===== src/rtl/dsp48a1_pkg.sv =====
// Shared widths, sequencer state encoding and OPMODE field positions for the
// DSP48A1 sequencer and anything that talks to the slice.
package dsp48a1_pkg;

   localparam int A_DATA_WIDTH = 18;
   localparam int B_DATA_WIDTH = 18;
   localparam int D_DATA_WIDTH = 18;
   localparam int C_DATA_WIDTH = 48;
   localparam int P_DATA_WIDTH = 48;
   localparam int M_DATA_WIDTH = 36;
   localparam int OPMODE_WIDTH = 8;

   typedef enum logic [2:0] {
      RSTDSP = 3'd0,
      IDLE   = 3'd1,
      ST1    = 3'd2,
      ST2    = 3'd3,
      ST3    = 3'd4,
      ST4    = 3'd5,
      CAP    = 3'd6,
      RESP   = 3'd7
   } seq_state_t;

   localparam int OPM_X_LSB   = 0;
   localparam int OPM_X_MSB   = 1;
   localparam int OPM_Z_LSB   = 2;
   localparam int OPM_Z_MSB   = 3;
   localparam int OPM_PREADD  = 4;
   localparam int OPM_CARRY   = 5;
   localparam int OPM_PRESUB  = 6;
   localparam int OPM_POSTSUB = 7;

   localparam logic [1:0] XSEL_ZERO = 2'd0;
   localparam logic [1:0] XSEL_M    = 2'd1;
   localparam logic [1:0] XSEL_P    = 2'd2;
   localparam logic [1:0] XSEL_DAB  = 2'd3;
   localparam logic [1:0] ZSEL_ZERO = 2'd0;
   localparam logic [1:0] ZSEL_PCIN = 2'd1;
   localparam logic [1:0] ZSEL_P    = 2'd2;
   localparam logic [1:0] ZSEL_C    = 2'd3;

endpackage


===== src/rtl/dsp48a1_sequencer.sv =====
// Handshake front end that steps a DSP48A1 slice through its CE stages and
// returns the captured results. Optional macro: DSP48A1_SEQ_PCIN_CHAIN_EN.
module dsp48a1_sequencer #(
   parameter int A_DATA_WIDTH = dsp48a1_pkg::A_DATA_WIDTH,
   parameter int B_DATA_WIDTH = dsp48a1_pkg::B_DATA_WIDTH,
   parameter int D_DATA_WIDTH = dsp48a1_pkg::D_DATA_WIDTH,
   parameter int C_DATA_WIDTH = dsp48a1_pkg::C_DATA_WIDTH,
   parameter int P_DATA_WIDTH = dsp48a1_pkg::P_DATA_WIDTH,
   parameter int M_DATA_WIDTH = dsp48a1_pkg::M_DATA_WIDTH,
   parameter int OPMODE_WIDTH = dsp48a1_pkg::OPMODE_WIDTH
) (
   input  logic                    CLK,
   input  logic                    RST,
   input  logic                    clr,
   input  logic                    req_valid,
   output logic                    req_ready,
   input  logic [A_DATA_WIDTH-1:0] req_a,
   input  logic [B_DATA_WIDTH-1:0] req_b,
   input  logic [D_DATA_WIDTH-1:0] req_d,
   input  logic [C_DATA_WIDTH-1:0] req_c,
   input  logic [B_DATA_WIDTH-1:0] req_bcin,
   input  logic [P_DATA_WIDTH-1:0] req_pcin,
   input  logic                    req_carryin,
   input  logic [OPMODE_WIDTH-1:0] req_opmode,
   output logic                    rsp_valid,
   input  logic                    rsp_ready,
   output logic [P_DATA_WIDTH-1:0] rsp_p,
   output logic [M_DATA_WIDTH-1:0] rsp_m,
   output logic [B_DATA_WIDTH-1:0] rsp_bcout,
   output logic                    rsp_carryout,
   output logic [15:0]             op_count,
   output logic [A_DATA_WIDTH-1:0] dsp_a,
   output logic [B_DATA_WIDTH-1:0] dsp_b,
   output logic [D_DATA_WIDTH-1:0] dsp_d,
   output logic [C_DATA_WIDTH-1:0] dsp_c,
   output logic [B_DATA_WIDTH-1:0] dsp_bcin,
   output logic [P_DATA_WIDTH-1:0] dsp_pcin,
   output logic                    dsp_carryin,
   output logic [OPMODE_WIDTH-1:0] dsp_opmode,
   output logic                    dsp_cea,
   output logic                    dsp_ceb,
   output logic                    dsp_cec,
   output logic                    dsp_ced,
   output logic                    dsp_cem,
   output logic                    dsp_cep,
   output logic                    dsp_ceopmode,
   output logic                    dsp_cecarryin,
   output logic                    dsp_rst,
   input  logic [P_DATA_WIDTH-1:0] dsp_p,
   input  logic [M_DATA_WIDTH-1:0] dsp_m,
   input  logic [B_DATA_WIDTH-1:0] dsp_bcout,
   input  logic                    dsp_carryout
);
   import dsp48a1_pkg::*;

   seq_state_t state;
   logic [P_DATA_WIDTH-1:0] pcin_src;

`ifdef DSP48A1_SEQ_PCIN_CHAIN_EN
   // Accumulator feedback: the slice is cleared by clr, so the chained P is too.
   logic [P_DATA_WIDTH-1:0] pcin_acc;

   always_ff @(posedge CLK) begin
      if (RST || (state == IDLE && clr))
         pcin_acc <= '0;
      else if (state == CAP)
         pcin_acc <= dsp_p;
   end

   assign pcin_src = pcin_acc;
`else
   assign pcin_src = req_pcin;
`endif

   always_ff @(posedge CLK) begin
      if (RST) begin
         state        <= RSTDSP;
         rsp_valid    <= 1'b0;
         rsp_p        <= '0;
         rsp_m        <= '0;
         rsp_bcout    <= '0;
         rsp_carryout <= 1'b0;
         op_count     <= '0;
         dsp_a        <= '0;
         dsp_b        <= '0;
         dsp_d        <= '0;
         dsp_c        <= '0;
         dsp_bcin     <= '0;
         dsp_pcin     <= '0;
         dsp_carryin  <= 1'b0;
         dsp_opmode   <= '0;
      end else begin
         case (state)
            RSTDSP: state <= IDLE;
            IDLE: begin
               if (clr)
                  state <= RSTDSP;
               else if (req_valid) begin
                  dsp_a       <= req_a;
                  dsp_b       <= req_b;
                  dsp_d       <= req_d;
                  dsp_c       <= req_c;
                  dsp_bcin    <= req_bcin;
                  dsp_pcin    <= pcin_src;
                  dsp_carryin <= req_carryin;
                  dsp_opmode  <= req_opmode;
                  state       <= ST1;
               end
            end
            ST1: state <= ST2;
            ST2: state <= ST3;
            ST3: state <= ST4;
            ST4: state <= CAP;
            CAP: begin
               rsp_p        <= dsp_p;
               rsp_m        <= dsp_m;
               rsp_bcout    <= dsp_bcout;
               rsp_carryout <= dsp_carryout;
               op_count     <= op_count + 16'd1;
               rsp_valid    <= 1'b1;
               state        <= RESP;
            end
            RESP: begin
               if (rsp_ready) begin
                  rsp_valid <= 1'b0;
                  state     <= IDLE;
               end
            end
            default: state <= RSTDSP;
         endcase
      end
   end

   // A/B are enabled twice so B1 re-samples the pre-adder once D and OPMODE are registered.
   always_comb begin
      req_ready     = 1'b0;
      dsp_rst       = 1'b0;
      dsp_cea       = 1'b0;
      dsp_ceb       = 1'b0;
      dsp_cec       = 1'b0;
      dsp_ced       = 1'b0;
      dsp_cem       = 1'b0;
      dsp_cep       = 1'b0;
      dsp_ceopmode  = 1'b0;
      dsp_cecarryin = 1'b0;
      case (state)
         RSTDSP: dsp_rst = 1'b1;
         IDLE:   req_ready = !clr;
         ST1: begin
            dsp_cea      = 1'b1;
            dsp_ceb      = 1'b1;
            dsp_cec      = 1'b1;
            dsp_ced      = 1'b1;
            dsp_ceopmode = 1'b1;
         end
         ST2: begin
            dsp_cea = 1'b1;
            dsp_ceb = 1'b1;
         end
         ST3: begin
            dsp_cem       = 1'b1;
            dsp_cecarryin = 1'b1;
         end
         ST4: begin
            dsp_cep       = 1'b1;
            dsp_cecarryin = 1'b1;
         end
         default: ;
      endcase
   end

endmodule


===== config.mk =====
export PLATFORM = sky130hd
export DESIGN_NAME = dsp48a1_sequencer
export DESIGN_NICKNAME = d
export VERILOG_FILES = /design/src/rtl/dsp48a1_pkg.sv /design/src/rtl/dsp48a1_sequencer.sv
export SDC_FILE = /design/constraint.sdc
export NUM_CORES = 1
export LEC_CHECK = 0
export ABC_AREA = 1
export CAP_MARGIN = 20
export CORE_AREA = 2 2 232 234
export CTS_BUF_LIST = sky130_fd_sc_hd__clkbuf_4 sky130_fd_sc_hd__clkbuf_8 sky130_fd_sc_hd__clkbuf_16
export DETAILED_ROUTE_END_ITERATION = 10
export DIE_AREA = 0 0 234 236
export PLACE_DENSITY = 0.55
export SETUP_SLACK_MARGIN = 0.1
export SLEW_MARGIN = 20
export SYNTH_ARGS = -nofsm -noshare
export SYNTH_HDL_FRONTEND = slang
export SYNTH_SLANG_ARGS = --single-unit

===== constraint.sdc =====
create_clock -name CLK -period 4.35 [get_ports CLK]
set_input_delay 0.87 -clock CLK [delete_from_list [all_inputs] [get_ports CLK]]
set_output_delay 0.87 -clock CLK [all_outputs]
set_load 0.1 [all_outputs]

==> results of run 1 <==
-- flip-flops by register name, indices dropped and copies added (netlist names) --
signal and flops:
dsp_d 18, dsp_b 18, dsp_a 18, dsp_carryin 1
dsp_opmode 8, state 3, rsp_carryout 1, op_count 16
dsp_pcin 48, rsp_valid 1, dsp_bcin 18, rsp_bcout 18
rsp_p 48, rsp_m 36, dsp_c 48
-- worst register-to-register path: cells and delay by family (launching register included) --
kind	cells	cell delay [ns]
AND/OR/NAND/NOR	7	1.07
flip-flops	1	0.52
buffers and inverters	2	0.61
-- per-layer routing --
metal  wire, µm  global-route usage [%]
met5         17                       0
met2      20300                   24.44
met1      16650                   16.58
met3       2925                   4.074
met4       1173                   4.871
-- kinds of logic after synthesis --
logic type	count (synthesis)	synth area share, %
compound gates	298	13.99
xor+xnor	1	0.08164
fa+ha+maj	1	0.1166
buf+inv	121	6.507
flops	300	55.97
simple gates	649	23.33
-- final timing paths --
path	start	endpoint	slack, ns
setup / recovery	state[0]	dsp_cecarryin	0.82
hold / removal	rsp_valid	rsp_valid	0.47
setup reg to reg	state[1]	op_count[10]	2.09
hold reg to reg	rsp_valid	rsp_valid	0.47
-- metrics by stage --
stage / util, % / cell area, µm²
global route: 34.67 / 18400
floorplan: - / 10740
global placement: 32.21 / 17100
finish: 34.67 / 18400
detailed placement: 32.21 / 17100
CTS: 34.67 / 18400
-- layout by cell type (no fill, tap or decap), types with 2 or more instances in the layout --
master           instances
nand2_1                 40
clkdlybuf4s50_1        590
nor2_1                 588
clkbuf_8                 8
nor2_4                   2
dfxtp_1                300
buf_12                   4
o21ai_0                213
clkinv_2                 3
o21ai_1                 73
bufinv_16                6
inv_6                    5
nand3_1                  4
inv_2                    2
nor3_1                   2
buf_4                   12
inv_1                   20
clkbuf_16               37
a21oi_1                  8
clkbuf_4                 5
nand2_2                  2
nand4_1                  4
-- power by group --
group	switching [mW]	internal, mW	leakage (nW)
Clock	1.21	2.08	0.647
Sequential	0.0496	2.84	2.43
Combinational	0.910	0.429	4.43
Total	2.17	5.35	7.51
-- layout make-up --
type	instances	area, µm²
clock buffer	50	1074
clock inverter	13	229.0
fill	5404	34670
inverter	24	100.1
multi-input combinational	949	4044
sequential	300	6006
tap	696	870.8
timing repair buffer	606	6076
==> results.yml, run 1 <==
synth:
  yosysSeqAreaShare_pct: 55.97
  synth_ff_type: "dfxtp_1"
  yosysUniqueCellTypes: 30
  synth.most_common_cell: "nor2_1"
  syn_nets: 1656
  yosys_register_bits: 300
  yosysTopAreaCell: "dfxtp_1"
  synth_edf_count: 0
  yosys_warnings: 0
  synthCells: 1370
  synth.top_cell.area_share_pct: 55.97
  syn_area_per_cell_um2: 7.832
  synth.area.top_cells: "dfxtp_1, nor2_1, o21ai_0"
  synth_commonest_cells: "nor2_1, dfxtp_1, o21ai_0, o21ai_1, clkbuf_1"
  synth.cell_area_um2: 10730
  async_flop_share_pct: 0
cts:
  postCtsSetupBuffers: 0
  clock_latency_ns: 0.54
  cts.sinks: 300
  cts_resized: 0
  clock_path_buffers: 3
  cts_buffers: 37
  clk_transition_reported_paths_ns: 0.05
  cts-htree-levels: 2
  cts-root-buf: "clkbuf_16"
  hold_buffers: 0
  cts_tree: "built"
sta:
  finalSetupViolCount: 0
  hold_violations: 0
  tns_ns: 0
  timing.final.ws_setup_ns: 0.8154
  rsz0062_at_grt: "false"
  fmax_mhz: 282.9
  fin_crit_sh_pct: 81.26
  worstMarginPinSlew_ns: 1.103
  finalMaxSlewViolations: 0
  relSlewSlack_pct: 26.24
  holdWs_ns: 0.4659
  fin_skew_ns: 0.01575
  finalCriticalPeriod_ns: 3.535
floorplanning:
  die_y_um: 236
  rows: 85
  num_io_pins: 592
  die_w_um: 234
  start_util_pct: 20.22
  dieArea_um2: 55220
  core_um2: 53070
worst_setup_path:
  path_delay_family: "buffers and inverters"
  critical_path_arrival_ns: 2.66
  path_class: "reg2out"
  cp-end-kind: "primary output"
  critPathMaxFanout: 7
  path_depth: 6
  rr_worst_depth: 9
  worstSetupStartpointType: "flip-flop"
  critPathMaxStageDelay_ns: 1.11
  critPathBufInv: 3
  worst_path_max_delay_cell: "clkdlybuf4s50_1"
  cp_cell_sequence: "inv_2 -> nor2_4 -> nand2_1 -> inv_1 -> or2_2 -> clkdlybuf4s50_1"
  required_ns: 3.48
power:
  finalPower_mw: 7.525
  p_per_area_nw_per_um2: 409.0
  peakVddDrop_v: 0.0002570
  p_leak_nw: 7.513
drt:
  wl_mm: 41.07
  drtIter0Drc: 437
  wire_per_inst_um: 15.57
  vias: 10850
  via_per_inst: 4.114
  first_pass_iters: 4
  drtAntennaViolNets: 0
  drc: 0
global_routing:
  grt_pass1_vias: 10560
  grt_pass1_wl_mm: 61.30
  grt_max_degree: 156
  grt_overflow: 0
  grt.total_usage_pct: 14.15
  antenna_found_initial: 1
placed_design:
  placedCellCount: 2575
  hpwlAfterDp_mm: 29.27
  io_buffer_count: 591
  globalplace.congestion: 0.7935
  dpl_worst_slack_ns: 1.371
min_path:
  holdPathStages: 2
  min-delay-path-class: "reg2reg"
run:
  cap_violations: 0
outcome:
  outcome: "complete, no violations"
finish:
  synthToLayoutAreaGrowth_pct: 71.47
  final_cells: 2638
  nets: 2204
  antenna_cells: 0
  final_layout_size_suffix_gt1_share_pct: 4.789
No activity file was read; power rests on OpenSTA's default activity.
==> run 2, diff against run 1 <==
Settings changed: PLACE_DENSITY 0.55 to 0.56.
Clock period 4.35 ns to 2.9 ns, I/O delays scaled along.
==> results.yml, run 2 (synthesis results as in run 1) <==
outcome:
  outcome: "complete, no violations"
floorplanning:
  rows: 85
  die_w_um: 234
  core_um2: 53070
  die_y_um: 236
  start_util_pct: 20.22
  dieArea_um2: 55220
  num_io_pins: 592
worst_setup_path:
  worst_path_max_delay_cell: "dfxtp_1"
  cp_cell_sequence: "inv_2 -> nor2_4 -> nand2_1 -> inv_1 -> or2_2 -> buf_4"
  critPathMaxStageDelay_ns: 0.51
  cp-end-kind: "primary output"
  critPathMaxFanout: 7
  worstSetupStartpointType: "flip-flop"
  path_class: "reg2out"
  critical_path_arrival_ns: 1.81
  required_ns: 2.32
  critPathBufInv: 3
  path_delay_family: "flip-flops"
finish:
  final_common_cell: "nor2_1"
  nets: 2218
  final_cell_mix: "nor2_1, buf_4, dfxtp_1, clkdlybuf4s50_1, o21ai_0"
  n_fill_cell: 5524
  synthToLayoutAreaGrowth_pct: 65.50
  final_layout_size_suffix_gt1_share_pct: 21.26
  top_regs: "dsp_c: 48 flops, dsp_pcin: 48 flops, rsp_p: 48 flops"
cts:
  cts-htree-levels: 2
  cts_resized: 0
  cts-root-buf: "clkbuf_16"
  clock_path_buffers: 3
  clk_transition_reported_paths_ns: 0.05
  cts_buffers: 37
  cts.sinks: 300
  clock_latency_ns: 0.54
  hold_buffers: 0
  postCtsSetupBuffers: 0
  cts_tree: "built"
global_routing:
  grt_pass1_vias: 10850
  grt_max_degree: 120
  grt_pass1_wl_mm: 60.99
  grt_overflow: 0
  grt.total_usage_pct: 13.95
  antenna_found_initial: 1
drt:
  vias: 10910
  via_per_inst: 4.109
  wl_mm: 40.61
  drc: 0
  first_pass_iters: 5
  drtAntennaViolNets: 0
  wire_per_inst_um: 15.30
  drtIter0Drc: 567
power:
  peakVddDrop_v: 0.0003579
  p_leak_nw: 8.185
  finalPower_mw: 11.01
  p_per_area_nw_per_um2: 619.9
sta:
  hold_violations: 0
  tns_ns: 0
  fin_crit_sh_pct: 82.28
  fmax_mhz: 419.1
  finalCriticalPeriod_ns: 2.386
  fin_skew_ns: 0.01577
  relSlewSlack_pct: 63.97
  rsz0062_at_grt: "false"
  finalSetupViolCount: 0
  worstMarginPinSlew_ns: 0.5405
  finalMaxSlewViolations: 0
placed_design:
  hpwlAfterDp_mm: 29.81
  io_buffer_count: 591
  globalplace.congestion: 0.8301
min_path:
  min-delay-path-class: "reg2reg"
run:
  cap_violations: 0
## run 2: cell types whose count changed in the layout (fill, tap and decap cells not counted), moves of 3 or more
cell and change:
buf_12 +6, buf_4 +314, bufinv_16 -4, clkbuf_4 +3, clkbuf_8 +3, clkdlybuf4s50_1 -306
## run 2: metrics by stage
step | worst slack [ns] | instance area, µm² | instances | util, % | hold WS (ns)
after CTS | 0.4596 | 17750 | 2653 | 33.45 | 0.4714
after detailed placement | 0.5118 | 16520 | 2589 | 31.12 | 0.4630
after global routing | 0.3384 | 17760 | 2654 | 33.46 | 0.4837
after floorplan | -0.02674 | 10740 | 1370 | - | 0.5572
after global placement | 0.5352 | 16520 | 2589 | 31.12 | 0.4547
final | 0.5139 | 17760 | 2655 | 33.46 | 0.4703
## run 2: worst register-to-register path, cell delays in order (launching register included)
cell	delay, ns
dfxtp_1	0.51
inv_2	0.13
nor2_4	0.11
nand2_2	0.14
nor2_8	0.23
buf_12	0.41
o21ai_0	0.27
nor2_1	0.10
## run 2: final cells by class
cell class / count / area (µm²) / share of cell area, %
Clock buffer: 56 / 1137 / 6.405
Timing Repair Buffer: 620 / 5490 / 30.92
Tap cell: 696 / 870.8 / 4.904
Sequential cell: 300 / 6006 / 33.82
Multi-Input combinational cell: 949 / 4051 / 22.81
Clock inverter: 8 / 100.1 / 0.5637
Antenna cell: 2 / 5.005 / 0.02818
Inverter: 24 / 97.59 / 0.5496
## run 2: layer usage
metal	vias to the layer above	global-route usage [%]	part of all wire (%)
met5	-	0	0
met4	0	6.694	4.2
met3	87	4.014	7.3
met2	363	23.91	49
met1	4969	15.76	40
li1	5491	-	-
## run 2: worst paths after layout
path	from	depth (start not counted)	slack (ns)	endpoint
worst min-delay path	rsp_valid	2	0.47	rsp_valid
worst max-delay path	state[0]	6	0.51	dsp_cecarryin
worst min register to register	rsp_valid	2	0.47	rsp_valid
worst max register to register	state[0]	7	0.93	dsp_b[16]
## run 2: report_power, final
group | switching [mW] | leakage [nW] | internal, mW
Combinational | 1.37 | 5.13 | 0.615
Sequential | 0.0790 | 2.43 | 4.26
Clock | 1.81 | 0.621 | 2.88
==> run 3, diff against run 2 <==
Clock period 2.9 ns to 2.1 ns, I/O delays scaled along.
==> results.yml, run 3 (synthesis results as in run 1) <==
outcome:
  outcome: "complete, no violations"
cts:
  cts-root-buf: "clkbuf_16"
  clock_path_buffers: 3
  cts_tree: "built"
  cts.sinks: 300
  cts-htree-levels: 2
  clock_latency_ns: 0.53
  cts_buffers: 37
  clk_transition_reported_paths_ns: 0.06
sta:
  hold_violations: 0
  worstMarginPinSlew_ns: 0.4304
  fin_skew_ns: 0.01461
  fin_crit_sh_pct: 92.92
  rsz0062_at_grt: "true"
  fmax_mhz: 512.5
  finalSetupViolCount: 0
  finalMaxSlewViolations: 0
  relSlewSlack_pct: 71.31
  finalCriticalPeriod_ns: 1.951
finish:
  nets: 2234
  top_regs: "dsp_c: 48 flops, dsp_pcin: 48 flops, rsp_p: 48 flops"
  seq_area_um2: 6020
  final_cell_mix: "nor2_1, buf_4, dfxtp_1, clkdlybuf4s50_1, o21ai_0"
  final_cells: 2668
  finalInstanceArea_um2: 18200
  n_fill_cell: 5518
  synthToLayoutAreaGrowth_pct: 69.59
  multi_input_area_um2: 4076
  final_layout_size_suffix_gt1_share_pct: 22.27
  final_common_cell: "nor2_1"
placed_design:
  io_buffer_count: 591
  dpl_cell_area_um2: 16850
  hpwlAfterDp_mm: 29.47
  placedCellCount: 2600
  globalplace.congestion: 0.8069
drt:
  first_pass_iters: 7
  wl_mm: 39.83
  drtAntennaViolNets: 0
  drtIter0Drc: 405
  drc: 0
  vias: 10990
  via_per_inst: 4.118
  wire_per_inst_um: 14.93
global_routing:
  antenna_found_initial: 5
  met3_usage_pct: 4.582
  grt.total_usage_pct: 13.78
  busiest_layer: "met2"
  grt_pass1_wl_mm: 60.24
  gr-usage-met2_pct: 24.37
  grt_max_degree: 92
  grt_overflow: 0
  use_met1_pct: 15.17
  grt_pass1_vias: 10640
floorplanning:
  die_y_um: 236
  start_util_pct: 20.22
  die_w_um: 234
  core_um2: 53070
  num_io_pins: 592
  dieArea_um2: 55220
  rows: 85
worst_setup_path:
  worstSetupStartpointType: "flip-flop"
  cp-end-kind: "primary output"
  critical_path_arrival_ns: 1.53
  required_ns: 1.68
  rr_worst_depth: 8
  path_class: "reg2out"
  critPathMaxFanout: 3
power:
  p_leak_nw: 8.349
  internal_power_mw: 11.03
  power_frac_clock_pct: 43.3
  combPwrFrac_pct: 18.2
  peakVddDrop_v: 0.0005587
  p_per_area_nw_per_um2: 853.3
  switching_share_pct: 28.98
  power_switching_mw: 4.499
  seqPwrFrac_pct: 38.5
min_path:
  min-delay-path-class: "reg2reg"
  holdPathStages: 1
run:
  cap_violations: 0
[run 3: power groups by stage]
stage / Clock, mW / Sequential, mW / Combinational [mW]
CTS: 6.94 / 5.98 / 2.83
global route: 7.19 / 6.00 / 2.94
detailed placement: 0 / 6.10 / 2.82
global placement: 0 / 6.10 / 2.81
finish: 6.72 / 5.98 / 2.82
floorplan: 0 / 7.39 / 0.469
[run 3: stage by stage]
| step | hold WS (ns) | worst slack, ns | total power, mW | TNS (ns) | util (%) |
|---|---|---|---|---|---|
| 6_report | 0.4616 | 0.1487 | 15.53 | 0 | 34.29 |
| 4_1_cts | 0.4272 | 0.1045 | 15.75 | 0 | 34.25 |
| 3_5_place_dp | 0.4594 | 0.1176 | 8.921 | 0 | 31.76 |
| 5_1_grt | 0.4373 | 0.05393 | 16.13 | 0 | 34.29 |
| 2_1_floorplan | 0.4891 | -0.1689 | 7.858 | -0.3456 | - |
| 3_3_place_gp | 0.4520 | 0.1094 | 8.910 | 0 | 31.76 |
[run 3: final timing paths]
check,startpoint,endpoint,slack [ns]
setup / recovery,state[0],dsp_cecarryin,0.15
hold / removal,op_count[0],op_count[0],0.46
setup reg to reg,state[1],rsp_m[2],0.29
hold reg to reg,op_count[0],op_count[0],0.46
[run 3: metal layers]
metal,part of all wire (%),vias to the layer above
li1,-,5524
met1,39,5024
met2,50,360
met3,7.9,72
met4,3.2,6
met5,0.11,-
[run 3: timing repair]
| action | 4_1_cts | 5_1_grt |
|---|---|---|
| hold buffers | 0 | 0 |
| buffers inserted | 4 | 1 |
| pin swaps | 0 | 2 |
| gates cloned | 0 | 0 |
| gates resized for setup | 8 | 4 |
| endpoints found under the hold margin | 0 | 0 |
| endpoints found under the setup margin | 9 | 3 |
[run 3: worst max-delay path: stages (launching register included)]
cell	delay, ns
dfxtp_4	0.36
inv_4	0.07
nor2_4	0.04
nand2_2	0.06
inv_2	0.05
or2_4	0.25
buf_12	0.16
[run 3: cell type report]
class                           instances  area share, %
Sequential cell                       300          33.08
Timing Repair Buffer                  636          32.16
Multi-Input combinational cell        949          22.40
Clock buffer                           53          6.023
Tap cell                              696          4.785
Clock inverter                          9         0.9901
Inverter                               24         0.5501
Antenna cell                            1        0.01375
